[src/rtl/output_link_credit_control_unit_pkg.sv]
// Shared constants, sizing helper and FSM encoding for the output link credit control unit.
package output_link_credit_control_unit_pkg;

  localparam int unsigned DATA_FLITS   = 4;
  localparam int unsigned BUFFER_DEPTH = 20;

  // Bits needed to index 0..value-1 (never less than one).
  function automatic int unsigned clog2(input int unsigned value);
    int unsigned width;
    width = 0;
    for (int unsigned i = 0; i < 32; i++) begin
      if ((32'd1 << i) < value) width = i + 1;
    end
    return (width == 0) ? 1 : width;
  endfunction

  typedef enum logic {
    IDLE   = 1'b0,
    ACTIVE = 1'b1
  } link_state_e;

endpackage

[src/rtl/output_link_credit_control_unit_credit_counter.sv]
// Saturating packet-credit counter for one output link; flags returned-credit overflow.
module output_link_credit_control_unit_credit_counter
  import output_link_credit_control_unit_pkg::*;
#(
  parameter int unsigned  MAX_CREDITS = BUFFER_DEPTH / (DATA_FLITS + 1),
  localparam int unsigned CRD_WIDTH   = clog2(MAX_CREDITS + 1)
) (
  input  logic                 clk,
  input  logic                 reset,
  input  logic                 consume,
  input  logic                 credit_in,
  output logic [CRD_WIDTH-1:0] count,
  output logic                 nonzero_c,
  output logic                 overflow_error
);

  localparam logic [CRD_WIDTH-1:0] FULL = CRD_WIDTH'(MAX_CREDITS);

  // Simultaneous consume and return cancel out, so only the single-sided cases move the count.
  always_ff @(posedge clk) begin
    if (reset) begin
      count          <= FULL;
      overflow_error <= 1'b0;
    end else begin
      case ({consume, credit_in})
        2'b10: count <= count - CRD_WIDTH'(1);
        2'b01: begin
          if (count == FULL) overflow_error <= 1'b1;
          else               count          <= count + CRD_WIDTH'(1);
        end
        default: ;
      endcase
    end
  end

  assign nonzero_c = (count != '0);

endmodule

[src/rtl/output_link_credit_control_unit.sv]
// Output-port control: grants the routed input a packet slot, frames the flits and spends one credit per packet.
module output_link_credit_control_unit
  import output_link_credit_control_unit_pkg::*;
#(
  parameter int unsigned  PKT_FLITS   = DATA_FLITS + 1,
  parameter int unsigned  MAX_CREDITS = BUFFER_DEPTH / PKT_FLITS,
  localparam int unsigned CNT_WIDTH   = clog2(PKT_FLITS),
  localparam int unsigned CRD_WIDTH   = clog2(MAX_CREDITS + 1)
) (
  input  logic                 clk,
  input  logic                 reset,
  input  logic                 request_din,
  input  logic                 credit_in_din,
  output logic                 transfer_strobe_dout,
  output logic                 port_ready_dout,
  output logic                 flit_valid_dout,
  output logic                 tail_flit_dout,
  output logic [CRD_WIDTH-1:0] credit_count_dout,
  output logic                 credit_error_dout
);

  localparam logic [CNT_WIDTH-1:0] FLIT_RELOAD = CNT_WIDTH'(PKT_FLITS - 1);
  localparam logic                 SINGLE_FLIT = (PKT_FLITS == 1);

  link_state_e          state;
  logic [CNT_WIDTH-1:0] flit_cnt;
  logic                 grant_c;
  logic                 credit_nonzero_c;

  assign grant_c = (state == IDLE) && request_din && credit_nonzero_c;

  output_link_credit_control_unit_credit_counter #(
    .MAX_CREDITS(MAX_CREDITS)
  ) u_credit_counter (
    .clk           (clk),
    .reset         (reset),
    .consume       (grant_c),
    .credit_in     (credit_in_din),
    .count         (credit_count_dout),
    .nonzero_c     (credit_nonzero_c),
    .overflow_error(credit_error_dout)
  );

  // Packet framing: flit counter runs down from PKT_FLITS-1; zero marks the tail cycle.
  always_ff @(posedge clk) begin
    if (reset) begin
      state                <= IDLE;
      flit_cnt             <= FLIT_RELOAD;
      transfer_strobe_dout <= 1'b0;
      flit_valid_dout      <= 1'b0;
      tail_flit_dout       <= 1'b0;
    end else begin
      transfer_strobe_dout <= grant_c;
      case (state)
        IDLE: begin
          if (grant_c) begin
            state           <= ACTIVE;
            flit_valid_dout <= 1'b1;
            tail_flit_dout  <= SINGLE_FLIT;
          end
        end
        ACTIVE: begin
          if (flit_cnt == '0) begin
            state           <= IDLE;
            flit_cnt        <= FLIT_RELOAD;
            flit_valid_dout <= 1'b0;
            tail_flit_dout  <= 1'b0;
          end else begin
            flit_cnt       <= flit_cnt - CNT_WIDTH'(1);
            tail_flit_dout <= (flit_cnt == CNT_WIDTH'(1));
          end
        end
        default: state <= IDLE;
      endcase
    end
  end

  assign port_ready_dout = (state == IDLE) && credit_nonzero_c;

endmodule

[config.mk]
export PLATFORM = sky130hd
export DESIGN_NAME = output_link_credit_control_unit
export DESIGN_NICKNAME = d
export VERILOG_FILES = /design/src/rtl/output_link_credit_control_unit_pkg.sv /design/src/rtl/output_link_credit_control_unit_credit_counter.sv /design/src/rtl/output_link_credit_control_unit.sv
export SDC_FILE = /design/constraint.sdc
export NUM_CORES = 1
export LEC_CHECK = 0
export CAP_MARGIN = 30
export CORE_AREA = 4 4 41 43
export CTS_CLUSTER_DIAMETER = 120
export DETAILED_ROUTE_END_ITERATION = 8
export DIE_AREA = 0 0 45 47
export PLACE_DENSITY_LB_ADDON = 0.15
export SYNTH_ARGS = -nofsm -noshare
export SYNTH_HDL_FRONTEND = slang
export SYNTH_HIERARCHICAL = 1
export SYNTH_SLANG_ARGS = --single-unit
[constraint.sdc]
create_clock -name clk -period 3.21 [get_ports clk]
set_clock_uncertainty 0.05 [all_clocks]
set_input_delay 0.4815 -clock clk [delete_from_list [all_inputs] [get_ports clk]]
set_output_delay 0.4815 -clock clk [all_outputs]
set_load 0.02 [all_outputs]
==> results.cfg <==
[cts]
htree_num_levels = 1
path_clk_slew_ns = 0.07
post-cts-setup-buffers = 0
cts_tree = yes
cts_resized = 0
numCtsBuffers = 3
cts_buffer_depth = 2
clock-sinks = 11
root_buffer = clkbuf_4
clk_latency_ns = 0.27
hold_buffers = 0

[grt]
grt_pass1_vias = 477
grt_pass1_wl_um = 2060
grt_usage = 0.134
grt_overflow = 0
grt_max_degree = 15
antenna_found_initial = 0

[route]
wire_per_inst_um = 11.8
drt_iter0_drc = 9
wl_um = 1110
vias = 471
avgViaCountPerCell = 5.01
final_antenna_net_count = 0
drtPass1Iterations = 4
drc = 0

[worst_setup_path]
crit_path_end_kind = register
rrSetupSlack_ns = 0.67
worstReg2RegEnd = u_credit_counter/count[2]$_SDFFE_PP1P_
cpPeakStageDelay_ns = 0.44
critPathMaxFanout = 6
crit_path_cell_trace = nor2_1 -> nand2_1 -> and2b_2 -> nand2_1 -> inv_1 -> nor2b_4 -> inv_1 -> fa_1 -> a2111oi_0 -> a311oi_1
worstPathArrival_ns = 2.63
crit_path_start = u_credit_counter/count[0]$_SDFFE_PP0P_
cp-start-kind = register
worstSetupPathType = reg -> reg
worstRegToRegCells = 10
critPathSlowestCell = a2111oi_0
cp.required_ns = 3.30
crit_end = u_credit_counter/count[2]$_SDFFE_PP1P_
crit-reg2reg-launch = u_credit_counter/count[0]$_SDFFE_PP0P_

[floorplan]
die-area_um2 = 2120
chipHeight_um = 47
die_x_um = 45
core_um2 = 1300
num_rows = 13
start_util = 0.443
pin_count = 12

[synth]
ys_seq_elements = 11
syn_inst = 67
synthTopCellsByArea = dfxtp_1, a21oi_1, mux2i_1, nand2_1, nor2_1
yosysSeqAreaShare = 0.382
synth_fa_ha_area_frac = 0.0781
synth-simple-area-share = 0.232
synth_compound_area_frac = 0.156
synth_cell_types = 28
yosys.area.top_type = dfxtp_1
yosys-mux-area-fraction = 0.0521
netlist_area_um2 = 577
syn_avg_cell_area_um2 = 8.61
synth_warnings = 6
synth_top_family_by_area = simple AND/OR/NAND/NOR gates
yosysTopAreaCellShare = 0.382
syn-num-nets = 74
synth_xor_area_frac = 0.0152

[power]
ir_drop_uv = 289
p_leak_nw = 0.305
p_per_area_nw_per_um2 = 585

[sta]
finalSetupViolCount = 0
relSlewSlack = 0.676
finalHoldViolCount = 0
fmax_ghz = 0.393
finalSetupTns_ns = 0
rsz0062_at_grt = no
fin_crit_ns = 2.54
min_period_over_period = 0.792
drv_slew = 0
tightest_slew_ns = 0.485
finalWorstSetupSlack_ns = 0.667

[place]
gp_congestion = 0.716
hpwl_um = 784
dp_slack_ns = 0.652
placement.io_buffers = 11

[worst_hold_path]
min_path_type = reg -> reg

[layout]
syn_to_final_growth_pct = 23.0
diodes = 0
drive_gt1_frac = 0.0886
fin_nets = 87

[run_status]
status = finished clean

[flow_run]
maxCapViolCount = 0
-- power breakdown --
group / internal, mW / switching [mW]
clock network: 0.0481 / 0.0463
registers: 0.156 / 0.0227
logic: 0.0680 / 0.0737
-- worst min-delay path by stage --
stage                                             from                           end  slack [ns]  depth (start not counted)
after floorplan               flit_cnt[2]$_SDFFE_PP1P_      flit_cnt[2]$_SDFFE_PP1P_        0.41                          2
after global placement    flit_valid_dout$_SDFFE_PP0P_  flit_valid_dout$_SDFFE_PP0P_        0.39                          2
after detailed placement  flit_valid_dout$_SDFFE_PP0P_  flit_valid_dout$_SDFFE_PP0P_        0.41                          2
after CTS                 flit_valid_dout$_SDFFE_PP0P_  flit_valid_dout$_SDFFE_PP0P_        0.42                          2
after global routing      flit_valid_dout$_SDFFE_PP0P_  flit_valid_dout$_SDFFE_PP0P_        0.42                          2
final                     flit_valid_dout$_SDFFE_PP0P_  flit_valid_dout$_SDFFE_PP0P_        0.41                          2
-- sequential cells by signal, summed over array words and instances, names as in the netlist --
register / flops
transfer_strobe_dout: 1
flit_cnt: 3
tail_flit_dout: 1
u_credit_counter/overflow_error: 1
u_credit_counter/count: 3
state: 1
flit_valid_dout: 1
-- per-stage QoR --
| stage | hold WS (ns) | total power [mW] | cell area, µm² | instances | utilization |
|---|---|---|---|---|---|
| 2_1_floorplan | 0.410 | 0.277 | 577 | 67 | - |
| 3_3_place_gp | 0.395 | 0.321 | 683 | 90 | 0.525 |
| 3_5_place_dp | 0.408 | 0.324 | 683 | 90 | 0.525 |
| 4_1_cts | 0.419 | 0.422 | 709 | 94 | 0.545 |
| 5_1_grt | 0.423 | 0.449 | 709 | 94 | 0.545 |
| 6_report | 0.412 | 0.415 | 709 | 94 | 0.545 |
-- layer usage --
layer / vias up / global-route usage / part of all wire
met2: 12 / 0.206 / 0.43
li1: 250 / - / -
met3: 0 / 0.0613 / 0.051
met4: 0 / 0.0351 / 0
met1: 209 / 0.171 / 0.52
met5: - / 0 / 0
-- synth_stat cells --
cell,count
nor4b_1,1
a31oi_1,1
nor3b_2,1
o21a_1,1
nor4_1,1
o21ai_0,4
ha_1,2
or4_1,1
clkbuf_1,1
a221oi_1,1
nor2_1,7
nand3_1,2
fa_1,1
dfxtp_1,11
a2111oi_0,1
xor2_1,1
inv_2,1
inv_1,6
nand2_1,7
or2b_1,1
buf_6,1
buf_4,1
nor2b_4,1
a311oi_1,1
a21oi_1,6
and2b_2,1
mux2i_1,3
nand2b_1,1
-- layout by cell type (no fill, tap or decap), types with 3 or more instances in the layout --
cell | synthesis | layout
clkdlybuf4s50_1 | 0 | 11
a21oi_1 | 6 | 6
dfxtp_1 | 11 | 11
inv_1 | 6 | 6
nand2_1 | 7 | 7
o21ai_0 | 4 | 4
clkbuf_4 | 0 | 3
mux2i_1 | 3 | 3
nor2_1 | 7 | 7
-- area by class of cell --
cell class | count | area, µm²
Timing Repair Buffer | 11 | 110
Fill cell | 146 | 592
Clock buffer | 4 | 26.3
Tap cell | 15 | 18.8
Inverter | 7 | 26.3
Sequential cell | 11 | 220
Multi-Input combinational cell | 46 | 308
-- worst max-delay path: cells and delay by family, from the launching register on --
family	cells	cell delay, ns
adders and majority gates	1	0.41
AOI/OAI and AO/OA	2	0.54
DFF	1	0.37
buffers and inverters	2	0.24
and+or+nand+nor	5	0.82
-- logic make-up after synthesis --
logic type | count (synthesis)
simple gates | 24
compound gates | 15
flops | 11
buf+inv | 10
mux | 3
fa+ha+maj | 3
xor+xnor | 1
Note: power is estimated with default switching activity, not from simulation.
